[config.mk]
export PLATFORM = sky130hd
export DESIGN_NAME = iterative_divider
export DESIGN_NICKNAME = d
export VERILOG_FILES = /design/src/rtl/div_pkg.sv /design/src/rtl/div_restoring_step.sv /design/src/rtl/iterative_divider.sv
export SDC_FILE = /design/constraint.sdc
export NUM_CORES = 1
export LEC_CHECK = 0
export BUFFER_PORTS_ARGS = -buffer_cell sky130_fd_sc_hd__clkbuf_2
export CAP_MARGIN = 20
export CORE_MARGIN = 3
export CORE_UTILIZATION = 25
export DETAILED_ROUTE_END_ITERATION = 8
export GPL_TIMING_DRIVEN = 0
export SLEW_MARGIN = 20
export SYNTH_ARGS = -nofsm -noshare
export SYNTH_HDL_FRONTEND = slang
export SYNTH_SLANG_ARGS = --single-unit
[constraint.sdc]
create_clock -name clk -period 2.9 [get_ports clk]
set_input_delay 0.435 -clock clk [delete_from_list [all_inputs] [get_ports clk]]
set_output_delay 0.435 -clock clk [all_outputs]
set_load 0.01 [all_outputs]
[src/rtl/div_pkg.sv]
`default_nettype none
// ============================================================================
//  Module      : div_pkg
//  Description : Shared types and constants for the iterative divider slice.
//                divOp_t     - RV M-extension divide opcode (op[1]=remainder,
//                              op[0]=unsigned)
//                divState_t  - control FSM state encoding
//                c_all_ones  - divide-by-zero quotient pattern (widest case)
//                most_neg()  - most-negative two's-complement value of a
//                              given width, zero-extended to c_max_width
//  Revision    : 1.0 - initial release
// ============================================================================
package div_pkg;

    typedef enum logic [1:0] {
        DIV  = 2'b00,
        DIVU = 2'b01,
        REM  = 2'b10,
        REMU = 2'b11
    } divOp_t;

    typedef enum logic [1:0] {
        IDLE = 2'b00,
        RUN  = 2'b01,
        FIX  = 2'b10,
        DONE = 2'b11
    } divState_t;

    localparam int c_max_width = 64;

    localparam logic [c_max_width-1:0] c_all_ones = '1;

    function automatic logic [c_max_width-1:0] most_neg(input int width);
        return {{(c_max_width-1){1'b0}}, 1'b1} << (width - 1);
    endfunction

endpackage
`default_nettype wire

[src/rtl/div_restoring_step.sv]
`default_nettype none
// ============================================================================
//  Module      : div_restoring_step
//  Description : One radix-2 restoring division step (pure combinational).
//                {rem, quo} is shifted left by one, the divisor is trial-
//                subtracted from the shifted remainder, and the difference is
//                kept (quotient LSB = 1) when it is non-negative.
//  Ports       : rem_in   [BIT_COUNT:0]   partial remainder
//                quo_in   [BIT_COUNT-1:0] partial quotient / dividend bits
//                divisor  [BIT_COUNT-1:0] magnitude of divisor
//                rem_out  [BIT_COUNT:0]   next partial remainder
//                quo_out  [BIT_COUNT-1:0] next partial quotient
//  Revision    : 1.0 - initial release
// ============================================================================
module div_restoring_step #(
    parameter int BIT_COUNT = 32
) (
    input  logic [BIT_COUNT:0]   rem_in,
    input  logic [BIT_COUNT-1:0] quo_in,
    input  logic [BIT_COUNT-1:0] divisor,
    output logic [BIT_COUNT:0]   rem_out,
    output logic [BIT_COUNT-1:0] quo_out
);

    logic [BIT_COUNT:0]   w_shifted;
    logic [BIT_COUNT+1:0] w_diff;
    logic                 w_nonneg;
    logic                 w_unused;

    // The partial remainder is always below the divisor, so its top bit is
    // zero on entry and the shifted value fits in BIT_COUNT+1 bits. One extra
    // bit on the difference carries the borrow.
    assign w_shifted = {rem_in[BIT_COUNT-1:0], quo_in[BIT_COUNT-1]};
    assign w_diff    = {1'b0, w_shifted} - {2'b00, divisor};
    assign w_nonneg  = ~w_diff[BIT_COUNT+1];

    assign rem_out   = w_nonneg ? w_diff[BIT_COUNT:0] : w_shifted;
    assign quo_out   = {quo_in[BIT_COUNT-2:0], w_nonneg};

    assign w_unused  = rem_in[BIT_COUNT];

endmodule
`default_nettype wire

[src/rtl/iterative_divider.sv]
`default_nettype none
// ============================================================================
//  Module      : iterative_divider
//  Description : Multi-cycle radix-2 restoring divider for RV DIV/DIVU/REM/
//                REMU. BIT_COUNT RUN cycles plus one FIX cycle for normal
//                operands; divide-by-zero and signed overflow finish directly.
//  Ports       : clk     - clock, rising edge
//                reset   - asynchronous reset, active low
//                start   - request, accepted when start && ready && !flush
//                op      - 00 DIV, 01 DIVU, 10 REM, 11 REMU
//                Rs1/Rs2 - dividend / divisor, sampled at accept
//                flush   - abort, returns to IDLE on the next edge
//                ready   - IDLE or DONE
//                busy    - RUN or FIX
//                done    - one-cycle pulse in DONE
//                Result  - quotient or remainder, held until the next DONE
//  Revision    : 1.0 - initial release
// ============================================================================
module iterative_divider
    import div_pkg::*;
#(
    parameter int BIT_COUNT = 32
) (
    input  logic                 clk,
    input  logic                 reset,
    input  logic                 start,
    input  logic [1:0]           op,
    input  logic [BIT_COUNT-1:0] Rs1,
    input  logic [BIT_COUNT-1:0] Rs2,
    input  logic                 flush,
    output logic                 ready,
    output logic                 busy,
    output logic                 done,
    output logic [BIT_COUNT-1:0] Result
);

    localparam int                     c_cnt_w         = $clog2(BIT_COUNT);
    localparam logic [c_max_width-1:0] c_most_neg_wide = most_neg(BIT_COUNT);
    localparam logic [BIT_COUNT-1:0]   c_most_neg      = c_most_neg_wide[BIT_COUNT-1:0];
    localparam logic [BIT_COUNT-1:0]   c_ones          = c_all_ones[BIT_COUNT-1:0];

    divState_t              r_state;
    divOp_t                 r_op;
    logic                   r_neg_q;
    logic                   r_neg_r;
    logic [BIT_COUNT:0]     r_rem;
    logic [BIT_COUNT-1:0]   r_quo;
    logic [BIT_COUNT-1:0]   r_div;
    logic [c_cnt_w-1:0]     r_cnt;
    logic [BIT_COUNT-1:0]   r_result;

    divOp_t                 w_op;
    logic                   w_signed;
    logic                   w_is_rem;
    logic                   w_a_neg;
    logic                   w_b_neg;
    logic                   w_div_zero;
    logic                   w_overflow;
    logic [BIT_COUNT-1:0]   w_special;
    logic [BIT_COUNT:0]     w_next_rem;
    logic [BIT_COUNT-1:0]   w_next_quo;
    logic [BIT_COUNT-1:0]   w_quo_fixed;
    logic [BIT_COUNT-1:0]   w_rem_fixed;

    // ------------------------------------------------------------------
    // Operand decode at accept time
    // ------------------------------------------------------------------
    assign w_op       = divOp_t'(op);
    assign w_signed   = (w_op == DIV) || (w_op == REM);
    assign w_is_rem   = (w_op == REM) || (w_op == REMU);
    assign w_a_neg    = w_signed && Rs1[BIT_COUNT-1];
    assign w_b_neg    = w_signed && Rs2[BIT_COUNT-1];
    assign w_div_zero = (Rs2 == '0);
    assign w_overflow = w_signed && (Rs1 == c_most_neg) && (Rs2 == c_ones);

    always_comb begin
        w_special = '0;
        if (w_div_zero) begin
            w_special = w_is_rem ? Rs1 : c_ones;
        end else if (w_overflow) begin
            w_special = w_is_rem ? '0 : Rs1;
        end
    end

    // ------------------------------------------------------------------
    // Datapath: single restoring step iterated by the FSM
    // ------------------------------------------------------------------
    div_restoring_step #(
        .BIT_COUNT (BIT_COUNT)
    ) u_step (
        .rem_in    (r_rem),
        .quo_in    (r_quo),
        .divisor   (r_div),
        .rem_out   (w_next_rem),
        .quo_out   (w_next_quo)
    );

    assign w_quo_fixed = r_neg_q ? -r_quo : r_quo;
    assign w_rem_fixed = r_neg_r ? -r_rem[BIT_COUNT-1:0] : r_rem[BIT_COUNT-1:0];

    // ------------------------------------------------------------------
    // Control FSM
    // ------------------------------------------------------------------
    always_ff @(posedge clk or negedge reset) begin
        if (!reset) begin
            r_state  <= IDLE;
            r_op     <= DIV;
            r_neg_q  <= 1'b0;
            r_neg_r  <= 1'b0;
            r_rem    <= '0;
            r_quo    <= '0;
            r_div    <= '0;
            r_cnt    <= '0;
            r_result <= '0;
        end else if (flush) begin
            r_state  <= IDLE;
        end else begin
            case (r_state)
                IDLE, DONE: begin
                    if (start) begin
                        r_op    <= w_op;
                        r_neg_q <= w_a_neg ^ w_b_neg;
                        r_neg_r <= w_a_neg;
                        r_rem   <= '0;
                        r_quo   <= w_a_neg ? -Rs1 : Rs1;
                        r_div   <= w_b_neg ? -Rs2 : Rs2;
                        r_cnt   <= c_cnt_w'(BIT_COUNT - 1);
                        if (w_div_zero || w_overflow) begin
                            r_result <= w_special;
                            r_state  <= DONE;
                        end else begin
                            r_state  <= RUN;
                        end
                    end else begin
                        r_state <= IDLE;
                    end
                end
                RUN: begin
                    r_rem <= w_next_rem;
                    r_quo <= w_next_quo;
                    if (r_cnt == '0) begin
                        r_state <= FIX;
                    end else begin
                        r_cnt <= r_cnt - 1'b1;
                    end
                end
                FIX: begin
                    r_result <= ((r_op == REM) || (r_op == REMU)) ? w_rem_fixed : w_quo_fixed;
                    r_state  <= DONE;
                end
                default: begin
                    r_state <= IDLE;
                end
            endcase
        end
    end

    // Status flags are pure decodes of the state register, so an
    // asynchronous reset is reflected on them immediately.
    assign ready  = (r_state == IDLE) || (r_state == DONE);
    assign busy   = (r_state == RUN)  || (r_state == FIX);
    assign done   = (r_state == DONE);
    assign Result = r_result;

endmodule
`default_nettype wire

**Yosys cells after proc, flatten, opt, wreduce, memory -nomap -nowiden**

Index checks and enable logic that the tools add are counted.

- Multiplexer cells: 25
- Add/subtract/negate cells: 6
- Eq/ne operators: 13
- Reductions and logical operators: 21
- Bitwise gates (word level): 3

Operator list:

| kind | number |
|---|---|
| two-way mux 32 bit | 14 |
| case mux 32 bit (2 select lines) | 3 |
| negator 32 bit | 4 |
| == test 32 bit (second input constant) | 2 |
| subtractor 33 x 32 -> 34 bit | 1 |
| zero test 32 bit | 1 |
| == test 2 bit (second input constant) | 6 |
| two-way mux 5 bit | 2 |
| case mux 5 bit (2 select lines) | 1 |
| two-way mux 2 bit | 4 |
| AND reduction 4 bit | 2 |
| logical OR 1 bit | 6 |
| inequality test 2 bit (second input constant) | 3 |
| case mux 2 bit (3 select lines) | 1 |
| AND reduction 3 bit | 2 |
| zero test 5 bit | 1 |
| subtractor 5 x 1 -> 5 bit (second input constant) | 1 |
| logical AND 1 bit | 4 |
| zero test 2 bit | 2 |
| nonzero test 2 bit | 2 |
| inequality test 3 bit (second input constant) | 1 |
| == test 2 x 1 -> 1 bit (second input constant) | 1 |
| inverter 1 bit | 2 |
| OR reduction 2 bit | 1 |
| XOR 1 bit | 1 |

- Output and inout bits: 35
- Bits in registers: 139
- Bits of input ports: 70

**Depth between registers and ports, before layout**

- Depth in word-level cells: 9
- Mapped depth: 13

**By module**

From an unflattened synthesis, not the netlist that was laid out.

- Cells, all modules: 1453
- Area total of the unflattened synthesis: 11811.3 µm²

Modules (own cells, without submodules):

| module | sequential area each (µm²) | cells each | instances | area each (µm²) |
|---|---|---|---|---|
| iterative_divider | 3478.3 | 1056 | 1 | 9181.3 |
| div_restoring_step | 0.0 | 397 | 1 | 2630.0 |

**Worst setup path after synthesis**

Ideal clock, no wire load.

- Kind: in2reg
- Start point: in Rs2[6]
- End point: reg r_result[16] (netlist: Result[16])
- Required time: 2.775 ns
- Stages on the path: 10
- Data arrival time: 3.066 ns
- Slack: -0.292 ns
- Path through: or4_4 or3_4 or3_1 buf_2 nor4_4 o21ai_1 or2_1 a21o_1 buf_2 mux2_4

- Longest elaborated chain between the ends: 7

RTL lines:

| item | line | source |
|---|---|---|
| start: declaration | iterative_divider.sv:29 | `input logic [BIT_COUNT-1:0] Rs2,` |
| == test 32 bit | iterative_divider.sv:74 | `assign w_overflow = w_signed && (Rs1 == c_most_neg) && (Rs2 == c_ones);` |
| logical AND 1 bit | iterative_divider.sv:74 |  |
| two-way mux 32 bit | iterative_divider.sv:80 | `end else if (w_overflow) begin` |
| two-way mux 32 bit | iterative_divider.sv:78 | `if (w_div_zero) begin` |
| two-way mux 32 bit | iterative_divider.sv:128 | `if (w_div_zero \|\| w_overflow) begin` |
| two-way mux 32 bit | iterative_divider.sv:120 | `if (start) begin` |
| case mux 32 bit (2 select lines) | iterative_divider.sv:118 | `case (r_state)` |
| end signal: assignment | iterative_divider.sv:129 | `r_result <= w_special;` |
| end signal: assignment | iterative_divider.sv:148 | `r_result <= ((r_op == REM) \|\| (r_op == REMU)) ? w_rem_fixed : w_quo_fixed;` |
| end: declaration | iterative_divider.sv:50 | `logic [BIT_COUNT-1:0] r_result;` |

Parallel ways exist; a longest one is shown, timed or not. The select of a mux whose other input is x is not followed.
A chain may end at the register's enable or synchronous reset.

**Worst setup path after layout**

- Start point: in Rs2[9]
- End point: reg r_result[14] (netlist: Result[14])

The elaborated chain is that of the path after synthesis.

==> results.toml <==
[status]
outcome = "complete, but fails checks"
violations = "negative setup slack"

[sta]
fmax_mhz = 336
rsz0062_at_grt = "yes"
max-slew-margin-rel_pct = 43.6
hold_viol = 0
hold_slack_ps = 257
tns_ps = -610
tightestPinTransition_ps = 846
setup_viol = 22
final.setup_skew_ps = 16.9
final_period_minus_worst_setup_slack_ps = 2970
setup_ws_ps = -72.1
finalMaxSlewViolations = 0
period_share_pct = 102

[routing]
ant_nets = 0
totalWireLength_microns = 41200
drt_pass1_iterations = 5
drtIter0Drc = 1101
via_per_inst = 5.33
drc = 0
wire_per_inst_microns = 20.0
dr_total_vias = 10955

[grt]
antenna_found_initial = 1
grt_usage_pct = 17.6
grt_pass1_wl_microns = 60900
grt_pass1_vias = 10411
overflow = 0
grt_max_degree = 80

[cts]
clkSinkCount = 138
cts_buffer_depth = 2
cts_root_buf = "clkbuf_16"
clock_latency_ps = 450
ctsHtreeMaxLevel = 4
cts_made_buffers = 17
cts.reportedPaths.clkPinSlew_ps = 70
cts_tree = "done"

[die]
fp-row-count = 75
core-area_sq_mm = 0.0421
ios = 105
die_y_microns = 213
start_util_pct = 25.4
die_x_microns = 213
die-area_sq_mm = 0.0453

[placement]
post-dp-hpwl_microns = 30300
routabilityCongestion = 0.941
portBuffers = 103

[synthesis]
synthTopCellsByCount = "o21ai_0, nand2_1, dfrtp_1, a21oi_1, nor2_1"
ys_seq_area_share_pct = 32.3
synth-edff-count = 0
ys_seq_elements = 138
yosys.area.top_type = "dfrtp_1"
synth_warnings = 0
ys.flop_type = "dfrtp_1"
ys_top_cells_by_area = "dfrtp_1, o21ai_0, xnor2_1, xor2_1, nand2_1"
netlist_instances = 1327
synthesis.nets = 1440
synth_cell_type_count = 66
synth.top_cell.area_share_pct = 32.3
postSynth.asyncResetShare_pct = 100
yosysMostFrequentCell = "o21ai_0"
syn_area_per_cell_sq_um = 8.06
syn_area_sq_mm = 0.0107

[cells_and_area]
drive_gt1_share_pct = 24.8
finish.utilization_pct = 33.6
multi_input_area_sq_mm = 0.00763
area_growth_pct = 32.5
fillers = 4326
antenna_cells = 0
regArea_sq_mm = 0.00346
fin_nets = 1618

[worst_setup_path]
end_kind = "flip-flop"
arrival_ps = 3360
crit_path_cell_trace = "buf_8 > or4_4 > or3_4 > or3_4 > buf_6 > or4_4 > o21ai_4 > buf_12 > buf_8 > buf_6 > a21oi_4 > a21oi_2 > mux2_4"
path_class = "input pin to flip-flop"
slowest_stage = "or4_4"
critical-path-max-stage-delay_ps = 530
worst_setup_path_start_kind = "input pin"
cp.required_ps = 3280
critPathTopFamily = "simple AND/OR/NAND/NOR gates"
crit_buf_inv = 5
cp_max_fo = 6

[power]
total_power_mw = 11.7
p_per_area_mw_per_mm2 = 824
peakVddDrop_v = 0.000381
total_leakage_power_nw = 5.98

[min_path]
hold_class = "input pin to flip-flop"

[job]
drv_cap = 0
==> layout make-up <==
cell class,count,area share (%)
Clock inverter,14,1.21
Multi-Input combinational cell,1063,53.9
Timing Repair Buffer,165,8.36
Sequential cell,138,24.4
Tap cell,539,4.76
Inverter,56,1.50
Buffer,64,2.76
Clock buffer,18,3.10
==> registers in the layout, summed over array words and instances (netlist names) <==
signal	cells
Result	32
r_cnt	5
r_div	32
r_neg_q	1
r_neg_r	1
r_op	1
r_quo	32
r_rem	32
r_state	2
==> per-stage QoR <==
stage	cells	area [sq um]	setup WS, ps
floorplan	1327	10700	-201
global placement	1969	11900	-1800
detailed placement	1970	12000	-1540
CTS	2042	13500	-118
global route	2057	14200	-123
finish	2057	14200	-72.1
==> layout by cell type (no fill, tap or decap), drive strengths merged, types with 6 or more instances in the layout <==
cell type | synthesis | routed
o22ai | 20 | 20
a21o | 23 | 23
a22o | 15 | 15
o21ai | 176 | 176
dfrtp | 138 | 138
nor2b | 6 | 6
a22oi | 9 | 9
xor2 | 71 | 71
inv | 56 | 58
mux2 | 10 | 10
or4 | 13 | 13
nand4 | 15 | 15
o31ai | 39 | 39
o21a | 8 | 8
a21oi | 112 | 112
nand3 | 15 | 15
o211ai | 7 | 7
clkbuf | 55 | 171
a211oi | 11 | 11
nor2 | 84 | 84
nand2b | 17 | 17
ha | 42 | 42
buf | 15 | 75
xnor2 | 73 | 73
nor3 | 23 | 23
clkinv | 0 | 6
and3 | 8 | 8
or3 | 17 | 17
a32oi | 9 | 9
nor4 | 19 | 19
o41ai | 11 | 11
nand2 | 159 | 159
==> where the power goes <==
group | total (mW) | leakage [nW] | switching [mW] | internal (mW)
Combinational | 6.19 | 3.94 | 3.77 | 2.42
Sequential | 3.20 | 1.75 | 0.637 | 2.56
Clock | 2.30 | 0.293 | 0.918 | 1.38
Total | 11.7 | 5.98 | 5.33 | 6.36
==> timing repair <==
item | in CTS | in global routing
gates cloned | 4 | 3
resized for setup | 138 | 116
buffers inserted | 39 | 16
endpoints found under the setup margin | 101 | 79
hold endpoints to repair | 21 | 0
hold buffers | 1 | 0
pin swaps | 59 | 51
==> worst reg2reg max path, stage by stage (launching register included) <==
cell and delay, ps:
dfrtp_2 410, or4_4 550, or4_4 430, or3_4 400
nand2b_4 190, buf_4 170, o31ai_2 250, xnor2_1 160
o22ai_2 100, o31ai_4 200
==> worst paths after layout <==
check / start / endpoint / slack (ps) / depth (start not counted)
setup reg to reg: r_quo[10] / Result[29] / -40 / 9
hold / removal: flush / r_state[0] / 260 / 2
min in group asynchronous: reset / Result[11] / 520 / 2
hold reg to reg: Result[19] / Result[19] / 480 / 1
max in group asynchronous: reset / r_rem[23] / 1560 / 3
setup / recovery: Rs2[9] / Result[14] / -70 / 13
==> layer usage <==
| metal | part of all wire, % | vias up | global-route usage, % | wire length, microns |
|---|---|---|---|---|
| met5 | 0.017 | - | 0 | 7 |
| met4 | 3.7 | 2 | 7.27 | 1520 |
| met3 | 8.4 | 90 | 4.50 | 3460 |
| met2 | 45 | 504 | 26.9 | 18400 |
| met1 | 43 | 5203 | 23.6 | 17900 |
| li1 | - | 5156 | - | - |
==> cell families after synthesis <==
kind of cell	share of synthesized area (%)
mux	1.78
buf+inv	4.67
flops	32.3
xor+xnor	11.8
fa+ha+maj	5.10
simple gates	17.6
compound gates	26.8
Note: power is estimated with default switching activity, not from simulation.
